`src/rtl/run_ctrl_pkg.sv`:
```
// Shared types and defaults for the run controller.
package run_pkg;

  typedef enum logic [1:0] {
    IDLE = 2'd0,
    RST  = 2'd1,
    RUN  = 2'd2,
    DONE = 2'd3
  } run_state_t;

  localparam int DEF_NUM_CORES  = 1;
  localparam int DEF_RST_CYCLES = 2;
  localparam int DEF_MAX_CYCLES = 20;
  localparam int DEF_CNT_W      = 16;

endpackage

```
`src/rtl/run_ctrl_if.sv`:
```
// Control/status bundle between a run supervisor and its requester.
interface run_ctrl_if
  import run_pkg::*;
#(
  parameter int NUM_CORES = DEF_NUM_CORES,
  parameter int CNT_W     = DEF_CNT_W
) ();

  logic                 start;
  logic [NUM_CORES-1:0] halt;
  logic [NUM_CORES-1:0] core_err;
  logic                 core_reset;
  logic                 busy;
  logic                 done;
  logic                 timeout;
  logic                 err;
  logic [NUM_CORES-1:0] halted_mask;
  logic [CNT_W-1:0]     cycle_count;

  modport master (
    output start, halt, core_err,
    input  core_reset, busy, done, timeout, err, halted_mask, cycle_count
  );

  modport slave (
    input  start, halt, core_err,
    output core_reset, busy, done, timeout, err, halted_mask, cycle_count
  );

endinterface

```
`src/rtl/run_ctrl_sat_counter.sv`:
```
// Up-counter with synchronous clear that sticks at all-ones.
module sat_counter #(
  parameter int W = 16
) (
  input  logic         clk,
  input  logic         rst_n,
  input  logic         i_en,
  input  logic         i_clr,
  output logic [W-1:0] o_cnt
);

  logic [W-1:0] r_cnt;

  // Clear wins over count; counting stops once the value saturates.
  always_ff @(posedge clk or negedge rst_n) begin
    if (!rst_n) begin
      r_cnt <= '0;
    end else if (i_clr) begin
      r_cnt <= '0;
    end else if (i_en && (r_cnt != '1)) begin
      r_cnt <= r_cnt + 1'b1;
    end
  end

  assign o_cnt = r_cnt;

endmodule

```
`src/rtl/run_ctrl.sv`:
```
// Run supervisor: holds cores in reset, releases them for a run, and
// records how the run ended (all halted, core error, cycle budget).
//
//   state | meaning
//   IDLE  | cores held in reset, waiting for start
//   RST   | cores held in reset for RST_CYCLES clocks before release
//   RUN   | cores running, cycle budget counting, halts/errors tracked
//   DONE  | cores held in reset, result flags and count frozen
module run_ctrl
  import run_pkg::*;
#(
  parameter int NUM_CORES  = DEF_NUM_CORES,
  parameter int RST_CYCLES = DEF_RST_CYCLES,
  parameter int MAX_CYCLES = DEF_MAX_CYCLES,
  parameter int CNT_W      = DEF_CNT_W
) (
  input  logic       clk,
  input  logic       reset,
  run_ctrl_if.slave  io_run
);

  localparam logic [7:0]       RST_LOAD = 8'(RST_CYCLES - 1);
  localparam bit               TO_EN    = (MAX_CYCLES != 0);
  localparam logic [CNT_W-1:0] TC_VAL   = TO_EN ? CNT_W'(MAX_CYCLES - 1) : '0;

  run_state_t           r_state;
  run_state_t           w_next;
  logic [7:0]           r_rst_cnt;
  logic                 r_timeout;
  logic                 r_err;
  logic [NUM_CORES-1:0] r_halted;
  logic                 w_launch;
  logic                 w_rst_tc;
  logic                 w_run;
  logic                 w_any_err;
  logic                 w_all_halt;
  logic                 w_to_hit;
  logic [CNT_W-1:0]     w_cnt;

  // Next-state decode and run exit conditions; halt/core_err only matter in RUN.
  always_comb begin
    w_next     = r_state;
    w_launch   = 1'b0;
    w_run      = 1'b0;
    w_any_err  = 1'b0;
    w_all_halt = 1'b0;
    w_to_hit   = 1'b0;
    w_rst_tc   = (r_rst_cnt == 8'd0);
    case (r_state)
      IDLE, DONE: begin
        if (io_run.start) begin
          w_launch = 1'b1;
          w_next   = RST;
        end
      end
      RST: begin
        if (w_rst_tc) w_next = RUN;
      end
      RUN: begin
        w_run      = 1'b1;
        w_any_err  = |io_run.core_err;
        w_all_halt = &(r_halted | io_run.halt);
        // Compare the pre-increment count so the exit cycle is included.
        w_to_hit   = TO_EN && (w_cnt == TC_VAL);
        if (w_any_err || w_all_halt || w_to_hit) w_next = DONE;
      end
      default: w_next = IDLE;
    endcase
  end

  // State register and RST hold-off down-counter.
  always_ff @(posedge clk or negedge reset) begin
    if (!reset) begin
      r_state   <= IDLE;
      r_rst_cnt <= 8'd0;
    end else begin
      r_state <= w_next;
      if (w_launch) begin
        r_rst_cnt <= RST_LOAD;
      end else if ((r_state == RST) && !w_rst_tc) begin
        r_rst_cnt <= r_rst_cnt - 8'd1;
      end
    end
  end

  // Sticky result flags: cleared on launch, accumulated only while running.
  always_ff @(posedge clk or negedge reset) begin
    if (!reset) begin
      r_timeout <= 1'b0;
      r_err     <= 1'b0;
      r_halted  <= '0;
    end else if (w_launch) begin
      r_timeout <= 1'b0;
      r_err     <= 1'b0;
      r_halted  <= '0;
    end else if (w_run) begin
      r_halted <= r_halted | io_run.halt;
      if (w_any_err) r_err     <= 1'b1;
      if (w_to_hit)  r_timeout <= 1'b1;
    end
  end

  sat_counter #(
    .W (CNT_W)
  ) u_cycle_cnt (
    .clk   (clk),
    .rst_n (reset),
    .i_en  (w_run),
    .i_clr (w_launch),
    .o_cnt (w_cnt)
  );

  assign io_run.core_reset  = (r_state != RUN);
  assign io_run.busy        = (r_state == RST) || (r_state == RUN);
  assign io_run.done        = (r_state == DONE);
  assign io_run.timeout     = r_timeout;
  assign io_run.err         = r_err;
  assign io_run.halted_mask = r_halted;
  assign io_run.cycle_count = w_cnt;

endmodule

```
`src/flat_wrapper.sv`:
```
// flat-port wrapper written by rule: the top's interface ports become plain ports
module run_ctrl_flat import run_pkg::*;
#(
  parameter int NUM_CORES  = DEF_NUM_CORES,
  parameter int RST_CYCLES = DEF_RST_CYCLES,
  parameter int MAX_CYCLES = DEF_MAX_CYCLES,
  parameter int CNT_W      = DEF_CNT_W
)
  (clk, reset, io_run_start, io_run_halt, io_run_core_err, io_run_core_reset, io_run_busy, io_run_done, io_run_timeout, io_run_err, io_run_halted_mask, io_run_cycle_count);
  run_ctrl_if #(.NUM_CORES(NUM_CORES), .CNT_W(CNT_W)) io_run_i ();
  input  logic clk;
  input  logic reset;
  input wire logic [$bits(io_run_i.start)-1:0] io_run_start;
  input wire logic [$bits(io_run_i.halt)-1:0] io_run_halt;
  input wire logic [$bits(io_run_i.core_err)-1:0] io_run_core_err;
  output wire logic [$bits(io_run_i.core_reset)-1:0] io_run_core_reset;
  output wire logic [$bits(io_run_i.busy)-1:0] io_run_busy;
  output wire logic [$bits(io_run_i.done)-1:0] io_run_done;
  output wire logic [$bits(io_run_i.timeout)-1:0] io_run_timeout;
  output wire logic [$bits(io_run_i.err)-1:0] io_run_err;
  output wire logic [$bits(io_run_i.halted_mask)-1:0] io_run_halted_mask;
  output wire logic [$bits(io_run_i.cycle_count)-1:0] io_run_cycle_count;
  assign io_run_i.start = io_run_start;
  assign io_run_i.halt = io_run_halt;
  assign io_run_i.core_err = io_run_core_err;
  assign io_run_core_reset = io_run_i.core_reset;
  assign io_run_busy = io_run_i.busy;
  assign io_run_done = io_run_i.done;
  assign io_run_timeout = io_run_i.timeout;
  assign io_run_err = io_run_i.err;
  assign io_run_halted_mask = io_run_i.halted_mask;
  assign io_run_cycle_count = io_run_i.cycle_count;
  run_ctrl #(.NUM_CORES(NUM_CORES), .RST_CYCLES(RST_CYCLES), .MAX_CYCLES(MAX_CYCLES), .CNT_W(CNT_W)) u_core (.clk(clk), .reset(reset), .io_run(io_run_i));
endmodule
```
`config.mk`:
```
export PLATFORM = sky130hd
export DESIGN_NAME = run_ctrl_flat
export DESIGN_NICKNAME = d
export VERILOG_FILES = /design/src/rtl/run_ctrl_pkg.sv /design/src/rtl/run_ctrl_if.sv /design/src/rtl/run_ctrl_sat_counter.sv /design/src/rtl/run_ctrl.sv /design/src/flat_wrapper.sv
export SDC_FILE = /design/constraint.sdc
export NUM_CORES = 1
export LEC_CHECK = 0
export BUFFER_PORTS_ARGS = -buffer_cell sky130_fd_sc_hd__buf_2
export CORE_ASPECT_RATIO = 1.25
export CORE_UTILIZATION = 40
export DETAILED_ROUTE_END_ITERATION = 7
export GPL_TIMING_DRIVEN = 1
export HOLD_SLACK_MARGIN = 0.12
export MAX_ROUTING_LAYER = met4
export PLACE_DENSITY_LB_ADDON = 0.08
export SETUP_SLACK_MARGIN = 0.2
export SLEW_MARGIN = 20
export SYNTH_ARGS = -nofsm -noshare
export SYNTH_HDL_FRONTEND = slang
export SYNTH_SLANG_ARGS = --single-unit
```
`constraint.sdc`:
```
create_clock -name clk -period 3 [get_ports clk]
set_input_delay 0.3 -clock clk [delete_from_list [all_inputs] [get_ports clk]]
set_output_delay 0.3 -clock clk [all_outputs]
set_load 0.01 [all_outputs]
```
==> Implementation_results.wiki, run 1 <==
{| class="wikitable"
! Metric !! Value
|-
| Worst-path clk slew || 0.06 ns
|-
| Final std cells w/o fill || roughly 260
|-
| DR pass1 iterations || 6
|-
| Diodes inserted || 0
|-
| Max rail drop VDD || between 0.3 and 0.4 mV
|-
| Lkg Pwr || between 0.8 and 0.9 nW
|-
| Final setup violation count || 0
|-
| Num CTS Buffers || 5
|-
| Maximum achievable frequency || roughly 0.44 GHz
|-
| CTS H-tree depth || 2
|-
| Detailed Place HPWL || about 2600 um
|-
| Post-route clock period utilization || 0.760
|-
| Commonest non-fill, non-tap cells in the layout || 29 x sky130_fd_sc_hd__dfrtp_1, 26 x sky130_fd_sc_hd__buf_2, 15 x sky130_fd_sc_hd__a21oi_1
|-
| Status || complete, no violations
|-
| Placer's final routability congestion estimate || 0.828
|-
| Clock net sink count || 29
|-
| Mean area per synthesized cell || 9.44 sq um
|-
| Inst Count DP || 246
|-
| Required time of the worst setup path || around 3.2 ns
|-
| Count of cell types in the netlist || 37
|-
| Row cnt || 25
|-
| Pre-CTS setup slack || 0.764 ns
|-
| CORE AREA || 3820 sq um
|-
| Clock latency of the later-clocked register in the worst-skew pair || 0.28 ns
|-
| Area of the mapped netlist || between 1500 and 2000 sq um
|-
| Syn_nets || 181
|-
| Post-DRT Antenna Nets || 0
|-
| Via/cell ratio || 5.40
|-
| Synthesized instance count || between 150 and 200
|-
| Die area || 4270 sq um
|-
| Min Tclk post-route || ~2.3 ns
|-
| Commonest non-fill, non-tap cell in the layout || sky130_fd_sc_hd__dfrtp_1
|-
| Max cap viols || 0
|-
| Maximum fanout encountered on the critical timing path || 7
|-
| Starting utilization of the core area || 0.421
|-
| Area growth from synthesis to layout || 18.4%
|-
| Dominant synthesized flop cell || sky130_fd_sc_hd__dfrtp_1
|-
| Routed length per instance || around 14 um
|-
| # IOs || 27
|-
| Buffers on Ports || 26
|-
| Final slew viol count || 0
|-
| Seq cells post-synth || 29
|-
| Clock tree root buffer cell || sky130_fd_sc_hd__clkbuf_8
|-
| Final std cell area, no fill || 1900 sq um
|-
| Share of cells above drive strength 1 || 0.219
|-
| Overflow left after global routing || 0
|-
| Max-slew headroom at the worst pin || 0.392
|-
| Setup crit end kind || flop
|-
| Die W || 58.7 um
|-
| Final standard cell utilization of the core || 0.498
|-
| Final Routed Wirelength || about 3600 um
|-
| Type of the worst min-delay path || primary input to flop
|-
| Vias || approximately 1400
|-
| Cell area after placement || between 1500 and 2000 sq um
|-
| RSZ-0062 raised after global routing || no
|-
| Transition time at the pin with the least slew margin || between 0.9 and 1 ns
|-
| Nets || 211
|-
| Initial antenna violation count || 0
|-
| Buffer levels on the longest clock path || 2
|-
| Worst path arrival time || between 2 and 2.5 ns
|-
| Post-synth EDFFs || 0
|-
| Worst-case clock skew || between 0.004 and 0.005 ns
|-
| Pin count of the biggest net entering global routing || 30
|-
| Detailed-route DRC error count || 0
|-
| YS warnings || 0
|-
| Category of the worst setup path launch point || flop
|-
| First-pass GRT wire length || 6150 um
|-
| Type of the worst setup path || flop to flop
|-
| Post-route worst setup slack || about 0.72 ns
|-
| Endpoints failing hold || 0
|-
| Number of setup buffers added after CTS || 0
|-
| Chip height || 72.8 um
|-
| Post-synth ARST share || 1.00
|-
| Clock tree from TritonCTS || built
|-
| Overall global routing resource usage || 0.198
|-
| Via count of the first global-routing pass || roughly 1400
|-
| Share of synthesized area occupied by flip-flops and latches || 0.452
|-
| Detailed router's first-iteration violation count || 54
|-
| Setup_tns || 0 ns
|-
| Power density of the placed cells || ~750 nW/um^2
|}
per-layer routing:
layer  track usage  wire length, um  vias up
li1              -                -      688
met1         0.228             1520      659
met2         0.328             1860       23
met3        0.0514              115        6
met4        0.0767               54        0
met5             -                0        -
Yosys cell counts, types with 2 or more instances:
| cell type | instances | area (sq um) |
|---|---|---|
| sky130_fd_sc_hd__a21oi_1 | 15 | 75.1 |
| sky130_fd_sc_hd__and4_1 | 3 | 26.3 |
| sky130_fd_sc_hd__clkbuf_1 | 3 | 11.3 |
| sky130_fd_sc_hd__dfrtp_1 | 29 | 726 |
| sky130_fd_sc_hd__ha_1 | 6 | 75.1 |
| sky130_fd_sc_hd__inv_1 | 11 | 41.3 |
| sky130_fd_sc_hd__mux2i_1 | 2 | 20.0 |
| sky130_fd_sc_hd__nand2_1 | 8 | 30.0 |
| sky130_fd_sc_hd__nand3_1 | 8 | 40.0 |
| sky130_fd_sc_hd__nand4_1 | 3 | 18.8 |
| sky130_fd_sc_hd__nand4_2 | 2 | 25.0 |
| sky130_fd_sc_hd__nor2_1 | 13 | 48.8 |
| sky130_fd_sc_hd__nor3_1 | 5 | 25.0 |
| sky130_fd_sc_hd__nor4_1 | 3 | 18.8 |
| sky130_fd_sc_hd__nor4bb_1 | 2 | 20.0 |
| sky130_fd_sc_hd__o211ai_1 | 2 | 15.0 |
| sky130_fd_sc_hd__o21ai_0 | 12 | 60.1 |
| sky130_fd_sc_hd__o31ai_1 | 2 | 15.0 |
| sky130_fd_sc_hd__o41ai_1 | 2 | 17.5 |
| sky130_fd_sc_hd__or2_2 | 3 | 18.8 |
| sky130_fd_sc_hd__or3_1 | 6 | 37.5 |
| sky130_fd_sc_hd__or3b_2 | 3 | 26.3 |
| sky130_fd_sc_hd__or4_1 | 6 | 45.0 |
| sky130_fd_sc_hd__xnor2_1 | 3 | 26.3 |
| sky130_fd_sc_hd__xor2_1 | 6 | 52.6 |
state kept, by name (all words and copies together) (netlist names):
signal                     flops
u_core.u_cycle_cnt.o_cnt      16
u_core.r_rst_cnt               8
u_core.r_state                 2
u_core.io_run.err              1
u_core.io_run.halted_mask      1
u_core.io_run.timeout          1
final cells by class:
type	instances	area, sq um
Sequential cell	29	726
Tap cell	54	67.6
Multi-Input combinational cell	125	817
Inverter	11	41.3
Clock buffer	7	96.3
Clock inverter	1	5.00
Timing Repair Buffer	28	148
Fill cell	395	1920
cell families after synthesis:
group	after synthesis	synth area share
AO/OA/AOI/OAI	38	0.138
XOR/XNOR	9	0.0491
adder cells (fa/ha/maj)	6	0.0468
buffers and inverters	16	0.0390
flip-flops	29	0.452
multiplexers	2	0.0125
AND/OR/NAND/NOR	70	0.263
metrics by stage:
step / hold slack (ns) / total power, mW
floorplan: 0.00441 / 0.922
global placement: 0.366 / 1.06
detailed placement: 0.373 / 1.08
CTS: 0.274 / 1.44
global route: 0.284 / 1.54
finish: 0.279 / 1.42
power breakdown:
| group | internal [mW] | switching (mW) |
|---|---|---|
| Combinational | 0.212 | 0.315 |
| Sequential | 0.470 | 0.0700 |
| Clock | 0.207 | 0.143 |
critical path: stages (launching register included):
cell	delay [ns]
sky130_fd_sc_hd__dfrtp_1	0.40
sky130_fd_sc_hd__inv_1	0.08
sky130_fd_sc_hd__ha_1	0.32
sky130_fd_sc_hd__nand4_2	0.19
sky130_fd_sc_hd__or4_1	0.52
sky130_fd_sc_hd__or4_1	0.51
sky130_fd_sc_hd__a21oi_1	0.17
timing repair:
action,CTS,global route
hold buffers,1,0
endpoints found under the hold margin,29,0
gates resized for setup,0,0
setup endpoints to repair,0,0
path summary, 6_finish.rpt:
| check | from | to | slack [ns] | cells past startpoint |
|---|---|---|---|---|
| worst max-delay path | u_core.r_state[0] | u_core.u_cycle_cnt.o_cnt[13] | 0.72 | 6 |
| worst min-delay path | io_run_core_err | u_core.io_run.err | 0.28 | 3 |
| worst max register to register | u_core.r_state[0] | u_core.u_cycle_cnt.o_cnt[13] | 0.72 | 6 |
| worst min register to register | u_core.io_run.err | u_core.io_run.err | 0.49 | 2 |
| max in group asynchronous | reset | u_core.u_cycle_cnt.o_cnt[12] | 1.99 | 2 |
| min in group asynchronous | reset | u_core.r_state[0] | 0.58 | 2 |
(Power assumes the default switching activity.)
==> run 2: changes to the inputs <==
Clock period 3 ns to 2.1 ns, I/O delays scaled along.
==> run 2 against run 1 <==
Power up 52%. Largest cell class unchanged. Setup slack worse by 0.53 ns. Core utilization up 4.3 points. Sequential cell count unchanged. Combinational power up 77%. Non-clock buffer count up 14. Highest routed layer unchanged. Worst hold slack worse by 0.089 ns. First-iteration DRC count up 80%. Die area unchanged. Clock-buffer cell count down 1.
==> Implementation_results.wiki, run 2 (synthesis results as in run 1) <==
{| class="wikitable"
! Metric !! Value
|-
| Buffer levels on the longest clock path || 2
|-
| Status || complete, no violations
|-
| Clock tree root buffer cell || sky130_fd_sc_hd__clkbuf_8
|-
| Chip height || around 73 um
|-
| Worst path arrival time || between 2 and 2.5 ns
|-
| Min Tclk post-route || 1.91 ns
|-
| Clock net sink count || 29
|-
| Die W || just under 60 um
|-
| Vias || ~1500
|-
| Placer's final routability congestion estimate || 0.839
|-
| Pin count of the biggest net entering global routing || 30
|-
| Area growth from synthesis to layout || 28.5%
|-
| Lkg Pwr || ~0.95 nW
|-
| Row cnt || 25
|-
| Detailed-route DRC error count || 0
|-
| Internal power component || 1.33 mW
|-
| Fillers || roughly 370
|-
| Final std cells w/o fill || roughly 270
|-
| Reg power frac || 0.360
|-
| Required time of the worst setup path || between 2 and 2.5 ns
|-
| Commonest non-fill, non-tap cell in the layout || sky130_fd_sc_hd__dfrtp_1
|-
| List of cells traversed by the critical path || inv_2 > ha_4 > nand4_4 > or4_4 > or4_1 > a21oi_2
|-
| Die area || 4270 sq um
|-
| Switching power || 0.827 mW
|-
| Clock latency of the later-clocked register in the worst-skew pair || around 0.28 ns
|-
| Worst-case clock skew || between 0.005 and 0.006 ns
|-
| Buffers on Ports || 26
|-
| First-pass GRT wire length || about 6300 um
|-
| Commonest non-fill, non-tap cells in the layout || 28 x sky130_fd_sc_hd__dfrtp_1, 26 x sky130_fd_sc_hd__buf_2, 15 x sky130_fd_sc_hd__buf_4
|-
| Origin of the worst min-delay path || io_run_halt
|-
| Inst Count DP || between 200 and 300
|-
| Worst Hold Slack || about 0.19 ns
|-
| Endpoints failing hold || 0
|-
| Maximum achievable frequency || approximately 0.52 GHz
|-
| CTS H-tree depth || 2
|-
| Starting utilization of the core area || 0.421
|-
| # IOs || 27
|-
| CORE AREA || roughly 3800 sq um
|-
| Clock power share || 0.208
|-
| Via/cell ratio || 5.41
|-
| Maximum fanout encountered on the critical timing path || 5
|-
| Type of the worst setup path || flop to flop
|-
| Via count of the first global-routing pass || 1325
|-
| Storage cell area || 727 sq um
|-
| Sw frac || 0.383
|-
| Clock tree from TritonCTS || built
|-
| Num CTS Buffers || 5
|-
| CP top delay family || simple AND/OR/NAND/NOR gates
|-
| Reg2Reg Launch Point || u_core.r_state[0]
|-
| Min-Delay Endpoint || u_core.io_run.halted_mask
|-
| Reg2Reg Depth || 6
|-
| Max cap viols || 0
|-
| Delay contributed by the slowest stage of the critical path || ~0.51 ns
|-
| Number of flip-flops in the largest register || 16
|-
| Post-route clock period utilization || 0.910
|-
| Setup_tns || 0 ns
|-
| Comb pwr share || 0.432
|-
| R2R setup slack || between 0.15 and 0.2 ns
|-
| R2r endpoint || u_core.u_cycle_cnt.o_cnt[13]
|-
| Post-DRT Antenna Nets || 0
|-
| Diodes inserted || 0
|-
| Final slew viol count || 0
|-
| DR pass1 iterations || 4
|-
| Transition time at the pin with the least slew margin || between 0.6 and 0.7 ns
|-
| Final Routed Wirelength || around 3900 um
|-
| Cells on Worst Hold Path || 3
|-
| Master of the slowest instance on the critical path || sky130_fd_sc_hd__or4_1
|-
| Routed length per instance || between 10 and 15 um
|-
| CP Buf/Inv Count || 1
|-
| Overflow left after global routing || 0
|-
| Type of the worst min-delay path || primary input to flop
|-
| Final setup violation count || 0
|-
| Setup crit end kind || flop
|-
| Detailed Place HPWL || 2670 um
|-
| Worst-path clk slew || about 0.070 ns
|-
| RSZ-0062 raised after global routing || yes
|-
| Max rail drop VDD || between 0.6 and 0.7 mV
|-
| Max-slew headroom at the worst pin || 0.559
|-
| Power density of the placed cells || 1050 nW/um^2
|-
| Category of the worst setup path launch point || flop
|-
| Overall global routing resource usage || 0.202
|-
| Combined area of the multi-input logic cells || between 800 and 900 sq um
|-
| Share of cells above drive strength 1 || 0.321
|-
| Initial antenna violation count || 0
|-
| Nets || around 230
|-
| Detailed router's first-iteration violation count || 97
|}
==> run 2: changes by cell type in the layout (fill, tap and decap cells not counted), moves of 2 or more <==
cell                       change
sky130_fd_sc_hd__ha_1          -2
sky130_fd_sc_hd__or4_1         -2
sky130_fd_sc_hd__clkbuf_8      -2
sky130_fd_sc_hd__or4_4         +2
sky130_fd_sc_hd__a21oi_1       -2
sky130_fd_sc_hd__ha_4          +2
sky130_fd_sc_hd__o31ai_2       +2
sky130_fd_sc_hd__a21oi_2       +2
sky130_fd_sc_hd__buf_4        +14
sky130_fd_sc_hd__o31ai_1       -2
==> run 2: tightest hold or removal path: cells and delay by family <==
kind	cells	cell delay (ns)
buf+inv	1	0.08
compound gates	1	0.06
simple gates	1	0.08
==> run 2: metal layers <==
layer	track usage	vias to the layer above	wire length (um)
met2	0.318	31	1990
met4	0.0873	0	61
met5	-	-	0
met1	0.250	703	1710
li1	-	715	-
met3	0.0426	5	134
==> run 2: worst max path at each step <==
| stage | from | to | slack [ns] | cells after the start |
|---|---|---|---|---|
| 2_1_floorplan | u_core.r_state[0] | u_core.u_cycle_cnt.o_cnt[15] | 0.16 | 7 |
| 3_3_place_gp | u_core.r_state[0] | u_core.u_cycle_cnt.o_cnt[13] | 0.21 | 6 |
| 3_5_place_dp | u_core.r_state[0] | u_core.u_cycle_cnt.o_cnt[13] | 0.14 | 6 |
| 4_1_cts | u_core.r_state[0] | u_core.u_cycle_cnt.o_cnt[13] | 0.20 | 6 |
| 5_1_grt | u_core.r_state[0] | u_core.u_cycle_cnt.o_cnt[13] | 0.12 | 6 |
| 6_report | u_core.r_state[0] | u_core.u_cycle_cnt.o_cnt[13] | 0.19 | 6 |
==> run 2: power groups by stage <==
stage | clock network [mW] | logic (mW) | registers (mW)
after detailed placement | 0 | 0.839 | 0.782
after global placement | 0 | 0.805 | 0.772
after floorplan | 0 | 0.569 | 0.781
final | 0.449 | 0.932 | 0.776
after global routing | 0.485 | 1.04 | 0.789
after CTS | 0.464 | 0.883 | 0.769
==> run 2: stage by stage <==
stage          area (sq um)  power (mW)   util  setup WS (ns)
2_1_floorplan          1630        1.35      -          0.160
3_3_place_gp           1860        1.58  0.488          0.210
3_5_place_dp           1860        1.62  0.488          0.142
4_1_cts                1980        2.12  0.519          0.204
5_1_grt                2060        2.31  0.541          0.123
6_report               2060        2.16  0.541          0.189
==> run 2: final cells by class <==
class | instances | share of cell area
clock buffers | 6 | 0.0352
repair buffers | 42 | 0.122
flip-flops and latches | 29 | 0.352
well taps | 54 | 0.0327
multi-input cells | 125 | 0.432
clock inverters | 2 | 0.00485
inverters | 11 | 0.0200
==> run 2: repair_timing <==
action                                  in CTS  in global routing
pin swaps                                    0                  2
hold buffers                                 1                  0
resized for setup                            1                 11
setup buffers                                3                  4
endpoints found under the hold margin       29                  0
endpoints found under the setup margin       2                 14
